--- src/rtl/shifter_pkg.sv ---
// Shared types for the normalizer: FSM state encoding and counter sizing.
// Optional rounding is selected by SHIFT_NORMALIZER_ROUND_EN.
package shifter_pkg;

  typedef enum logic [1:0] {
    IDLE,
    SCAN,
    DONE
  } state_t;

  // Leading-zero counter width for a 2n-bit input.
  function automatic int lz_width(input int n);
    return $clog2(2 * n) + 1;
  endfunction

endpackage

--- src/rtl/shift_normalizer_round.sv ---
// Round-to-nearest-even stage applied when the leading one is found.
// Used only when SHIFT_NORMALIZER_ROUND_EN is defined.
module shift_normalizer_round
  import shifter_pkg::*;
#(
  parameter int N    = 8,
  parameter int LZ_W = lz_width(N)
) (
  input  logic [2*N-1:0] work,
  input  logic [LZ_W-1:0] lz,
  output logic [N-1:0]   out_data,
  output logic [N-1:0]   out_shift
);

  logic [N-1:0] hi;
  logic guard;
  logic sticky;
  logic inc;
  logic signed [LZ_W:0] shift_s;
  logic signed [LZ_W:0] shift_r;

  assign hi      = work[2*N-1:N];
  assign guard   = work[N-1];
  assign sticky  = |work[N-2:0];
  assign inc     = guard & (sticky | work[N]);
  assign shift_s = $signed((LZ_W+1)'(N))
                 - $signed({1'b0, lz});
  assign shift_r = shift_s
                 + $signed((LZ_W+1)'(1));

  // Carry out of an all-ones mantissa renormalizes by one place.
  always_comb begin
    out_data  = hi + N'(inc);
    out_shift = N'(shift_s);
    if (inc && (&hi)) begin
      out_data  = {1'b1, {(N-1){1'b0}}};
      out_shift = N'(shift_r);
    end
  end

endmodule

--- src/rtl/shift_normalizer.sv ---
// Iterative normalizer: 2N-bit value -> N-bit mantissa plus signed shift.
// Define SHIFT_NORMALIZER_ROUND_EN for round-to-nearest-even instead of truncation.
module shift_normalizer
  import shifter_pkg::*;
#(
  parameter int N = 8
) (
  input  logic           clk,
  input  logic           rst,
  input  logic           in_valid,
  output logic           in_ready,
  input  logic [2*N-1:0] in_data,
  output logic           out_valid,
  input  logic           out_ready,
  output logic [N-1:0]   out_data,
  output logic [N-1:0]   out_shift,
  output logic           out_zero,
  output logic           busy
);

  localparam int LZ_W = lz_width(N);

  state_t          state;
  logic [2*N-1:0]  work;
  logic [LZ_W-1:0] lz;
  logic [N-1:0]    nxt_data;
  logic [N-1:0]    nxt_shift;

  assign in_ready = (state == IDLE) & ~rst;
  assign busy     = (state != IDLE);

`ifdef SHIFT_NORMALIZER_ROUND_EN
  shift_normalizer_round #(
    .N    (N),
    .LZ_W (LZ_W)
  ) u_round (
    .work      (work),
    .lz        (lz),
    .out_data  (nxt_data),
    .out_shift (nxt_shift)
  );
`else
  logic signed [LZ_W:0] shift_s;
  logic unused_low;

  assign shift_s    = $signed((LZ_W+1)'(N))
                    - $signed({1'b0, lz});
  assign nxt_data   = work[2*N-1:N];
  assign nxt_shift  = N'(shift_s);
  assign unused_low = ^work[N-1:0];
`endif

  // Control FSM with registered result outputs.
  always_ff @(posedge clk or posedge rst) begin
    if (rst) begin
      state     <= IDLE;
      work      <= '0;
      lz        <= '0;
      out_valid <= 1'b0;
      out_data  <= '0;
      out_shift <= '0;
      out_zero  <= 1'b0;
    end else begin
      unique case (state)
        IDLE: begin
          if (in_valid) begin
            work <= in_data;
            lz   <= '0;
            if (in_data == '0) begin
              state     <= DONE;
              out_valid <= 1'b1;
              out_zero  <= 1'b1;
              out_data  <= '0;
              out_shift <= '0;
            end else begin
              state <= SCAN;
            end
          end
        end
        SCAN: begin
          if (work[2*N-1]) begin
            state     <= DONE;
            out_valid <= 1'b1;
            out_zero  <= 1'b0;
            out_data  <= nxt_data;
            out_shift <= nxt_shift;
          end else if (lz < LZ_W'(2*N-1)) begin
            work <= work << 1;
            lz   <= lz + LZ_W'(1);
          end
        end
        DONE: begin
          if (out_ready) begin
            state     <= IDLE;
            out_valid <= 1'b0;
          end
        end
        default: state <= IDLE;
      endcase
    end
  end

endmodule
--- config.mk ---
export PLATFORM = sky130hd
export DESIGN_NAME = shift_normalizer
export DESIGN_NICKNAME = d
export VERILOG_FILES = /design/src/rtl/shifter_pkg.sv /design/src/rtl/shift_normalizer_round.sv /design/src/rtl/shift_normalizer.sv
export SDC_FILE = /design/constraint.sdc
export NUM_CORES = 1
export LEC_CHECK = 0
export CORE_MARGIN = 8
export CORE_UTILIZATION = 53
export DETAILED_ROUTE_END_ITERATION = 6
export GPL_ROUTABILITY_DRIVEN = 0
export PLACE_DENSITY = 0.85
export SLEW_MARGIN = 30
export SYNTH_ARGS = -nofsm -noshare
export SYNTH_HDL_FRONTEND = slang
export SYNTH_SLANG_ARGS = --single-unit
--- constraint.sdc ---
create_clock -name clk -period 4.4 [get_ports clk]
set_input_delay 1.1 -clock clk [delete_from_list [all_inputs] [get_ports clk]]
set_output_delay 1.1 -clock clk [all_outputs]
set_load 0.05 [all_outputs]
# Word-level counts from Yosys, hierarchy flattened
# Index checks and enable logic that the tools add are counted.
[word_totals]
input_bits = 20
output_inout_bits = 20
ff_bits = 41
[op_classes]
bitwise_logic = 2
addsub = 2
muxes = 26
magnitude_cmp = 1
n_reduce_logical = 10
eq_ne = 8
[op_table]
columns = ["op", "n"]
rows = [
  ["16-bit two-way mux", 3],
  ["8-bit two-way mux", 4],
  ["16-bit one-hot mux with 2 select lines", 1],
  ["8-bit one-hot mux with 2 select lines", 2],
  ["16-bit zero test", 1],
  ["5-bit two-way mux", 3],
  ["2-bit != test, second input constant", 5],
  ["5-bit one-hot mux with 2 select lines", 1],
  ["2-bit two-way mux", 4],
  ["4-bit AND reduction", 2],
  ["2-bit one-hot mux with 3 select lines", 1],
  ["4-bit by 5-bit subtractor with 6-bit output, first input constant", 1],
  ["5-bit by 1-bit adder with 5-bit output, second input constant", 1],
  ["5-bit by 4-bit < comparator with 1-bit output, second input constant", 1],
  ["1-bit two-way mux", 5],
  ["5-bit AND reduction", 1],
  ["2-bit nonzero test", 2],
  ["1-bit one-hot mux with 3 select lines", 1],
  ["3-bit AND reduction", 1],
  ["3-bit nonzero test", 1],
  ["2-bit by 1-bit equality test with 1-bit output, second input constant", 1],
  ["2-bit equality test, second input constant", 1],
  ["2-bit zero test", 1],
  ["2-bit by 1-bit != test with 1-bit output, second input constant", 1],
  ["other kinds (4)", 4],
]

# Depth between registers and ports, before layout
# Gate-level depths: netlist (run 1).
[depth]
ltp_word = 4
mapped_depth = 6
ltp_nobuf = 6

# Worst setup path before layout (run 1)
# No wires, ideal clock.
[synth_timing]
path_type = "reg-to-output"
startpoint = "reg state[1]"
endpoint = "out in_ready"
setup_slack_ns = 1.394
t_required_ns = 3.300
t_arrival_ns = 1.906
path_buffers = 2
path_stages_with_launch = 6
path_cell_list = "dfrtp_1 clkbuf_1 nor2_1 clkbuf_1 inv_1 nor2_1"
[synth_between]
elab_chain_len = 2
[synth_lines]
columns = ["item", "line_no", "text"]
rows = [
  ["start: declaration", "shift_normalizer.sv:23", "state_t state;"],
  ["start signal: assignment", "shift_normalizer.sv:56", "state <= IDLE;"],
  ["start signal: assignment", "shift_normalizer.sv:70", "state <= DONE;"],
  ["start signal: assignment", "shift_normalizer.sv:76", "state <= SCAN;"],
  ["2-bit zero test", "shift_normalizer.sv:29", "assign in_ready = (state == IDLE) & ~rst;"],
  ["1-bit AND", "shift_normalizer.sv:29", ""],
  ["end: declaration", "shift_normalizer.sv:11", "output logic in_ready,"],
]
# Every way passes these cells.

# Final worst setup path (run 1)
# Ends and elaborated chain as after synthesis.

==> results of run 1 <==
[cell families (layout without fill, tap and decap cells)]
group / after synthesis / in the layout / synth area share (%)
AO/OA/AOI/OAI: 50 / 50 / 22.38
AND/OR/NAND/NOR: 50 / 50 / 16.03
flip-flops: 39 / 39 / 52.74
buffers and inverters: 20 / 57 / 5.477
XOR/XNOR: 3 / 3 / 1.420
adder cells (fa/ha/maj): 2 / 2 / 1.352
multiplexers: 1 / 1 / 0.6085
[cell usage in the layout (no fill, tap or decap), drive strengths merged, types with 2 or more instances in the layout]
cell,count
clkbuf,5
o21ai,5
xnor2,2
a22o,10
nor3,2
dfrtp,39
nand2b,3
a21oi,5
o22ai,4
nor2b,3
clkdlybuf4s50,39
inv,8
bufinv,2
nand2,5
ha,2
buf,2
nor4,4
and3,13
nor2,13
a221o,14
[report_power, final]
| group | switching, uW | leakage, uW | internal [uW] |
|---|---|---|---|
| Combinational | 451 | 0.000513 | 306 |
| Clock | 126 | 0.0000514 | 177 |
| Sequential | 135 | 0.000490 | 495 |
[through the flow]
stage | cells | cell area (um^2) | util, % | hold slack [ps]
finish | 248 | 2347 | 70.34 | 515.7
global route | 248 | 2347 | 70.34 | 523.7
global placement | 240 | 2242 | 67.19 | 464.1
floorplan | 165 | 1851 | - | 450.2
detailed placement | 240 | 2242 | 67.19 | 483.2
CTS | 248 | 2347 | 70.34 | 514.3
[final cells by class]
cell class                      instances  area [um^2]
Fill cell                             264        989.7
Sequential cell                        39        975.9
Multi-Input combinational cell        106        773.2
Timing Repair Buffer                   41        405.4
Clock inverter                          3        67.56
Tap cell                               46        57.56
Clock buffer                            5        37.54
Inverter                                8        30.03
[worst register-to-register path, delay by kind of cell (launching register included)]
family	cells	cell delay, ps
flip-flops	1	510
AO/OA/AOI/OAI	2	690
AND/OR/NAND/NOR	2	830
[per-layer routing]
metal | GRT usage (%) | vias up | share of wire, %
met2 | 27.93 | 60 | 50
li1 | - | 696 | -
met1 | 20.27 | 749 | 43
met4 | 7.609 | 0 | 1.3
met5 | 0 | - | 0
met3 | 4.927 | 6 | 6.0
[flip-flops by register name, summed over array words and instances, names as in the netlist]
| signal | flops |
|---|---|
| work | 16 |
| out_data | 8 |
| out_shift | 6 |
| lz | 5 |
| state | 2 |
| out_valid | 1 |
| out_zero | 1 |
[final timing paths]
kind | to | slack [ps] | cells past startpoint
hold reg to reg | out_shift[1] | 520 | 1
setup / recovery | in_ready | 680 | 4
min in group asynchronous | work[5] | 1150 | 2
hold / removal | out_shift[1] | 520 | 1
setup reg to reg | work[2] | 2250 | 4
max in group asynchronous | work[0] | 2650 | 3
==> metrics.log, run 1 <==
[metrics] Syn Nets: 187
[metrics] Setup violations, final: 0
[metrics] total die area: 0.005639 mm^2
[metrics] cells traversed along the worst timing path: nor2_1 > inv_1 > nor2_1 > clkdlybuf4s50_1
[metrics] worst-case setup margin in the final layout: 684.2 ps
[metrics] actual slew at the worst max-slew pin: 774.2 ps
[metrics] CTS HTree Levels: 2
[metrics] final setup skew: 8.116 ps
[metrics] Port Buffer Count: 39
[metrics] layout overhead on the synthesized area: 26.84%
[metrics] EDFF count, synth: 0
[metrics] start point of the critical path: state[1]
[metrics] start of the worst register-to-register path: lz[2]
[metrics] clock network latency to the later pin of the worst-skew pair: 360 ps
[metrics] total congestion overflow: 0
[metrics] average instance area after synthesis: 11.22 um^2
[metrics] overall power of the completed layout: 1690 uW
[metrics] number of setup buffers added after CTS: 0
[metrics] number of antenna violations at the first check in global routing: 0
[metrics] Tmin final: 3716 ps
[metrics] max cap viols: 0
[metrics] Largest delay share family, worst path: buffers and inverters
[metrics] highest fanout seen on the critical path: 17
[metrics] count of clock tree sinks: 39
[metrics] Cell Pwr Density: 720.1 mW/mm^2
[metrics] Synth cell types: 42
[metrics] number of ports placed on the die boundary: 40
[metrics] yosys warns: 0
[metrics] Iteration-0 DRC Markers: 126
[metrics] data arrival time of the worst path: 2620 ps
[metrics] pre-CTS WS: 845.1 ps
[metrics] Starting Density: 55.46%
[metrics] largest voltage drop on the vdd net: 0.4379 mV
[metrics] Startpoint Class: flip-flop
[metrics] required time reported for the critical path endpoint: 3300 ps
[metrics] part of the Yosys area used for sequential elements: 52.74%
[metrics] number of synthesized register bits: 39
[metrics] total of cells resized after clock tree synthesis: 0
[metrics] most common cell in the netlist: sky130_fd_sc_hd__dfrtp_1
[metrics] maximum number of pins on one net before global-route repair: 29
[metrics] class of the tightest hold or removal check: flip-flop to flip-flop
[metrics] average vias per placed instance: 6.093
[metrics] fin crit share: 84.45%
[metrics] final hold viol count: 0
[metrics] peak clock frequency supported by timing: 269.1 MHz
[metrics] overall fraction of global-route tracks in use: 17.10%
[metrics] Die Y-Extent: 75.09 um
[metrics] number of antenna-violating nets in the routed design: 0
[metrics] share of layout cells above drive strength 1: 7.921%
[metrics] top area cells in the synthesized netlist: sky130_fd_sc_hd__dfrtp_1 (53%), sky130_fd_sc_hd__a221o_1 (7.6%), sky130_fd_sc_hd__a22o_1 (4.7%)
[metrics] Critical Path Most Common Cell: sky130_fd_sc_hd__nor2_1
[metrics] sum of routed wire length over all layers: 4.518 mm
[metrics] static leakage power: 0.001054 uW
[metrics] FP Rows: 21
[metrics] clk slew on worst S/H paths: 120 ps
[metrics] Die X: 75.09 um
[metrics] core area: 0.003337 mm^2
[metrics] iteration count of the initial detailed-routing pass: 4
[metrics] count of hold buffers inserted by post-cts repair: 0
[metrics] critical path buffer and inverter count: 2
[metrics] number of instances in the synthesized netlist: 165
[metrics] deepest clock path buffer count: 2
[metrics] min-delay src: out_shift[1]
[metrics] final HPWL from detailed placement: 3.255 mm
[metrics] number of buffers added by the clock tree synthesis step: 5
[metrics] CP Class: flip-flop to output pin
[metrics] aggregate negative setup slack: 0 ps
[metrics] post-route DRC violation count: 0
[metrics] share of Yosys cell area claimed by the top area cell type: 52.74%
[metrics] max incr delay on CP: 810 ps
[metrics] async set or reset register ratio after synthesis: 100.0%
[metrics] Final Net Count: 223
[metrics] max-slew violation count: 0
[metrics] unrepaired setup endpoints after global routing: no
[metrics] biggest area consumer among synthesized cells: sky130_fd_sc_hd__dfrtp_1
[metrics] total number of vias: 1511
[metrics] prevailing post-synth register cell: sky130_fd_sc_hd__dfrtp_1
[metrics] ranking of synthesized cells by instance count: sky130_fd_sc_hd__dfrtp_1 (39), sky130_fd_sc_hd__a221o_1 (14), sky130_fd_sc_hd__and3_1 (13)
[metrics] CTS tree: built
[metrics] number of global-route vias before repair: 1495
[metrics] Critical Path Sink Type: output pin
[metrics] antenna cell count: 0
[metrics] wire length per cell after detailed routing: 18.22 um
[metrics] cell type of the slowest stage on the worst timing path: sky130_fd_sc_hd__clkdlybuf4s50_1
[metrics] worst relative slew slack: 48.22%
[metrics] global-route wire length before repair: 7.258 mm
[metrics] clock root buffer: sky130_fd_sc_hd__clkbuf_4
[metrics] post-synth design cell area: 0.001851 mm^2
[metrics] status: finished clean
(Power assumes the default switching activity.)
==> run 2: changes to the inputs <==
- CORE_UTILIZATION: 53 -> 50
- PLACE_DENSITY: 0.85 -> 0.81
- clock period: 4.4 -> 3.65 ns (I/O delays scaled with it)
==> run 2 against run 1 <==
Compared with the run above:
- non-clock buffer count increased by 2
- sequential power is 19% higher
- total power rose by 15%
- clock power decreased by 10%
- die area grew 4.7%
- register-to-register slack got worse by 750 ps
- design area fell by 0.27%
- hold slack worse by 20 ps
- clock skew grew 3.3 ps
- final cell count grew 1.6%
- critical endpoint unchanged
- largest power group unchanged
==> metrics.log, run 2 (synthesis results as in run 1) <==
[metrics] status: finished clean
[metrics] clock network latency to the later pin of the worst-skew pair: 290 ps (-70 ps)
[metrics] Sequential Power Share: 38.4% (+1.1 points)
[metrics] actual slew at the worst max-slew pin: 784.4 ps (+10.24 ps)
[metrics] number of ports placed on the die boundary: 40 (unchanged)
[metrics] total number of vias: 1488 (-1.5%)
[metrics] average vias per placed instance: 5.905 (-3.1%)
[metrics] share of layout cells above drive strength 1: 7.353% (-0.57 points)
[metrics] iteration count of the initial detailed-routing pass: 4 (unchanged)
[metrics] cells traversed along the worst timing path: nor2_1 > inv_1 > nor2_1 > clkdlybuf4s50_1
[metrics] number of global-route vias before repair: 1515 (+1.3%)
[metrics] post-route DRC violation count: 0 (unchanged)
[metrics] maximum number of pins on one net before global-route repair: 40 (+38%)
[metrics] CP Class: flip-flop to output pin
[metrics] largest voltage drop on the vdd net: 0.3573 mV (-18%)
[metrics] total congestion overflow: 0 (unchanged)
[metrics] layout overhead on the synthesized area: 26.50%
[metrics] number of buffers added by the clock tree synthesis step: 5 (unchanged)
[metrics] sum of routed wire length over all layers: 4.362 mm (-3.5%)
[metrics] switching power: 837.7 uW (+18%)
[metrics] Cell Pwr Density: 830.6 mW/mm^2 (+15%)
[metrics] data arrival time of the worst path: 2490 ps (-130 ps)
[metrics] max incr delay on CP: 820 ps (about the same)
[metrics] aggregate negative setup slack: 0 ps (unchanged)
[metrics] number of antenna-violating nets in the routed design: 0 (unchanged)
[metrics] deepest clock path buffer count: 2 (unchanged)
[metrics] final setup skew: 11.37 ps (+3.256 ps)
[metrics] pre-CTS WS: 458.9 ps (-386.1 ps)
[metrics] share of power burned in the clock network: 14.0% (-3.9 points)
[metrics] Starting Density: 51.32% (-4.1 points)
[metrics] wire length per cell after detailed routing: 17.31 um (-5.0%)
[metrics] Most flops, register: work
[metrics] total of cells resized after clock tree synthesis: 0 (unchanged)
[metrics] number of antenna violations at the first check in global routing: 0 (unchanged)
[metrics] fin crit share: 93.34%
[metrics] unrepaired setup endpoints after global routing: no
[metrics] worst relative slew slack: 47.54% (-0.68 points)
[metrics] number of setup buffers added after CTS: 0 (unchanged)
[metrics] Port Buffer Count: 39 (unchanged)
[metrics] Tmin final: 3407 ps
[metrics] count of clock tree sinks: 39 (unchanged)
[metrics] switching part of the total power: 43.08% (+0.94 points)
[metrics] required time reported for the critical path endpoint: 2740 ps (-560 ps)
[metrics] core area: 0.003606 mm^2 (+8.1%)
[metrics] Startpoint Class: flip-flop
[metrics] max-slew violation count: 0 (unchanged)
[metrics] Die Y-Extent: 76.84 um (+2.3%)
[metrics] total die area: 0.005904 mm^2 (+4.7%)
[metrics] Setup violations, final: 0 (unchanged)
[metrics] total of fill cells in the finished design: 280 (+6.1%)
[metrics] CTS tree: built
[metrics] worst-case setup margin in the final layout: 243.0 ps (-441.2 ps)
[metrics] clock root buffer: sky130_fd_sc_hd__clkbuf_8
[metrics] count of hold buffers inserted by post-cts repair: 0 (unchanged)
[metrics] static leakage power: 0.001056 uW (+0.18%)
[metrics] most used cells in the layout excluding fill and tap cells: sky130_fd_sc_hd__clkdlybuf4s50_1 (39), sky130_fd_sc_hd__dfrtp_1 (39), sky130_fd_sc_hd__a221o_1 (14)
[metrics] Critical Path Most Common Cell: sky130_fd_sc_hd__nor2_1
[metrics] cell type of the slowest stage on the worst timing path: sky130_fd_sc_hd__clkdlybuf4s50_1
[metrics] highest fanout seen on the critical path: 15 (-2)
[metrics] fraction of power consumed by combinational cells: 47.6% (+2.8 points)
[metrics] flip-flop count of the largest register after layout: 16 (unchanged)
[metrics] leading registers by flop count: work x16, out_data x8, out_shift x6
[metrics] clk slew on worst S/H paths: 80 ps (-40 ps)
[metrics] CTS HTree Levels: 2 (unchanged)
[metrics] class of the tightest hold or removal check: flip-flop to flip-flop
[metrics] global-route wire length before repair: 7.210 mm (-0.66%)
[metrics] FP Rows: 22 (+4.8%)
[metrics] peak clock frequency supported by timing: 293.5 MHz
[metrics] Iteration-0 DRC Markers: 129 (+2.4%)
[metrics] Critical Path Sink Type: output pin
[metrics] Die X: 76.84 um (+2.3%)
[metrics] max cap viols: 0 (unchanged)
[metrics] overall fraction of global-route tracks in use: 14.81% (-2.3 points)
[metrics] Int Power: 1107 uW (+13%)
[metrics] final hold viol count: 0 (unchanged)
[metrics] final HPWL from detailed placement: 3.188 mm (-2.0%)
[metrics] antenna cell count: 0 (unchanged)
[metrics] Final Net Count: 225 (+0.90%)
## run 2: cell count changes in the layout (fill, tap and decap cells not counted), sizes merged
cell	previous run	this run
clkinvlp	1	0
clkinv	0	1
clkbuf	5	7
bufinv	2	0
buf	2	4
## run 2: path summary, 6_finish.rpt
kind	startpoint	to	slack [ps]	cells past startpoint
max	state[0]	in_ready	240	4
max reg2reg	lz[2]	work[4]	1500	4
min in group asynchronous	rst	out_valid	1080	3
min reg2reg	work[0]	work[0]	500	1
min	work[0]	work[0]	500	1
max in group asynchronous	rst	out_data[1]	2230	3
## run 2: layout make-up
| cell class | instances | area (um^2) | area share, % |
|---|---|---|---|
| Tap cell | 48 | 60.06 | 2.565 |
| Sequential cell | 39 | 975.9 | 41.69 |
| Clock inverter | 1 | 5.005 | 0.2138 |
| Multi-Input combinational cell | 106 | 773.2 | 33.03 |
| Inverter | 8 | 30.03 | 1.283 |
| Timing Repair Buffer | 43 | 420.4 | 17.96 |
| Clock buffer | 7 | 76.32 | 3.260 |
## run 2: critical path: cells and delay by family, from the launching register on
kind,cells,cell delay [ps]
buffers and inverters,2,940
DFF,1,530
and+or+nand+nor,2,720
## run 2: per-stage QoR
stage / total power, uW / instance area (um^2) / instances / hold WS, ps / utilization (%)
floorplan: 1401 / 1851 / 165 / 450.2 / -
global placement: 1638 / 2260 / 244 / 466.5 / 62.66
detailed placement: 1678 / 2260 / 244 / 479.4 / 62.66
CTS: 1956 / 2341 / 252 / 494.9 / 64.92
global route: 2057 / 2341 / 252 / 519.2 / 64.92
finish: 1945 / 2341 / 252 / 495.4 / 64.92
## run 2: power groups by stage
stage / Clock [uW] / Combinational, uW / Sequential, uW
5_1_grt: 299 / 992 / 766
3_3_place_gp: 0 / 903 / 736
2_1_floorplan: 0 / 490 / 911
4_1_cts: 280 / 931 / 745
3_5_place_dp: 0 / 926 / 752
6_report: 272 / 925 / 747
## run 2: routing by layer
metal / up-vias / wire length [um] / GRT usage (%)
li1: 698 / - / -
met1: 739 / 1778 / 16.00
met2: 45 / 2297 / 26.59
met3: 6 / 217 / 4.312
met4: 0 / 70 / 5.385
met5: - / 0 / 0
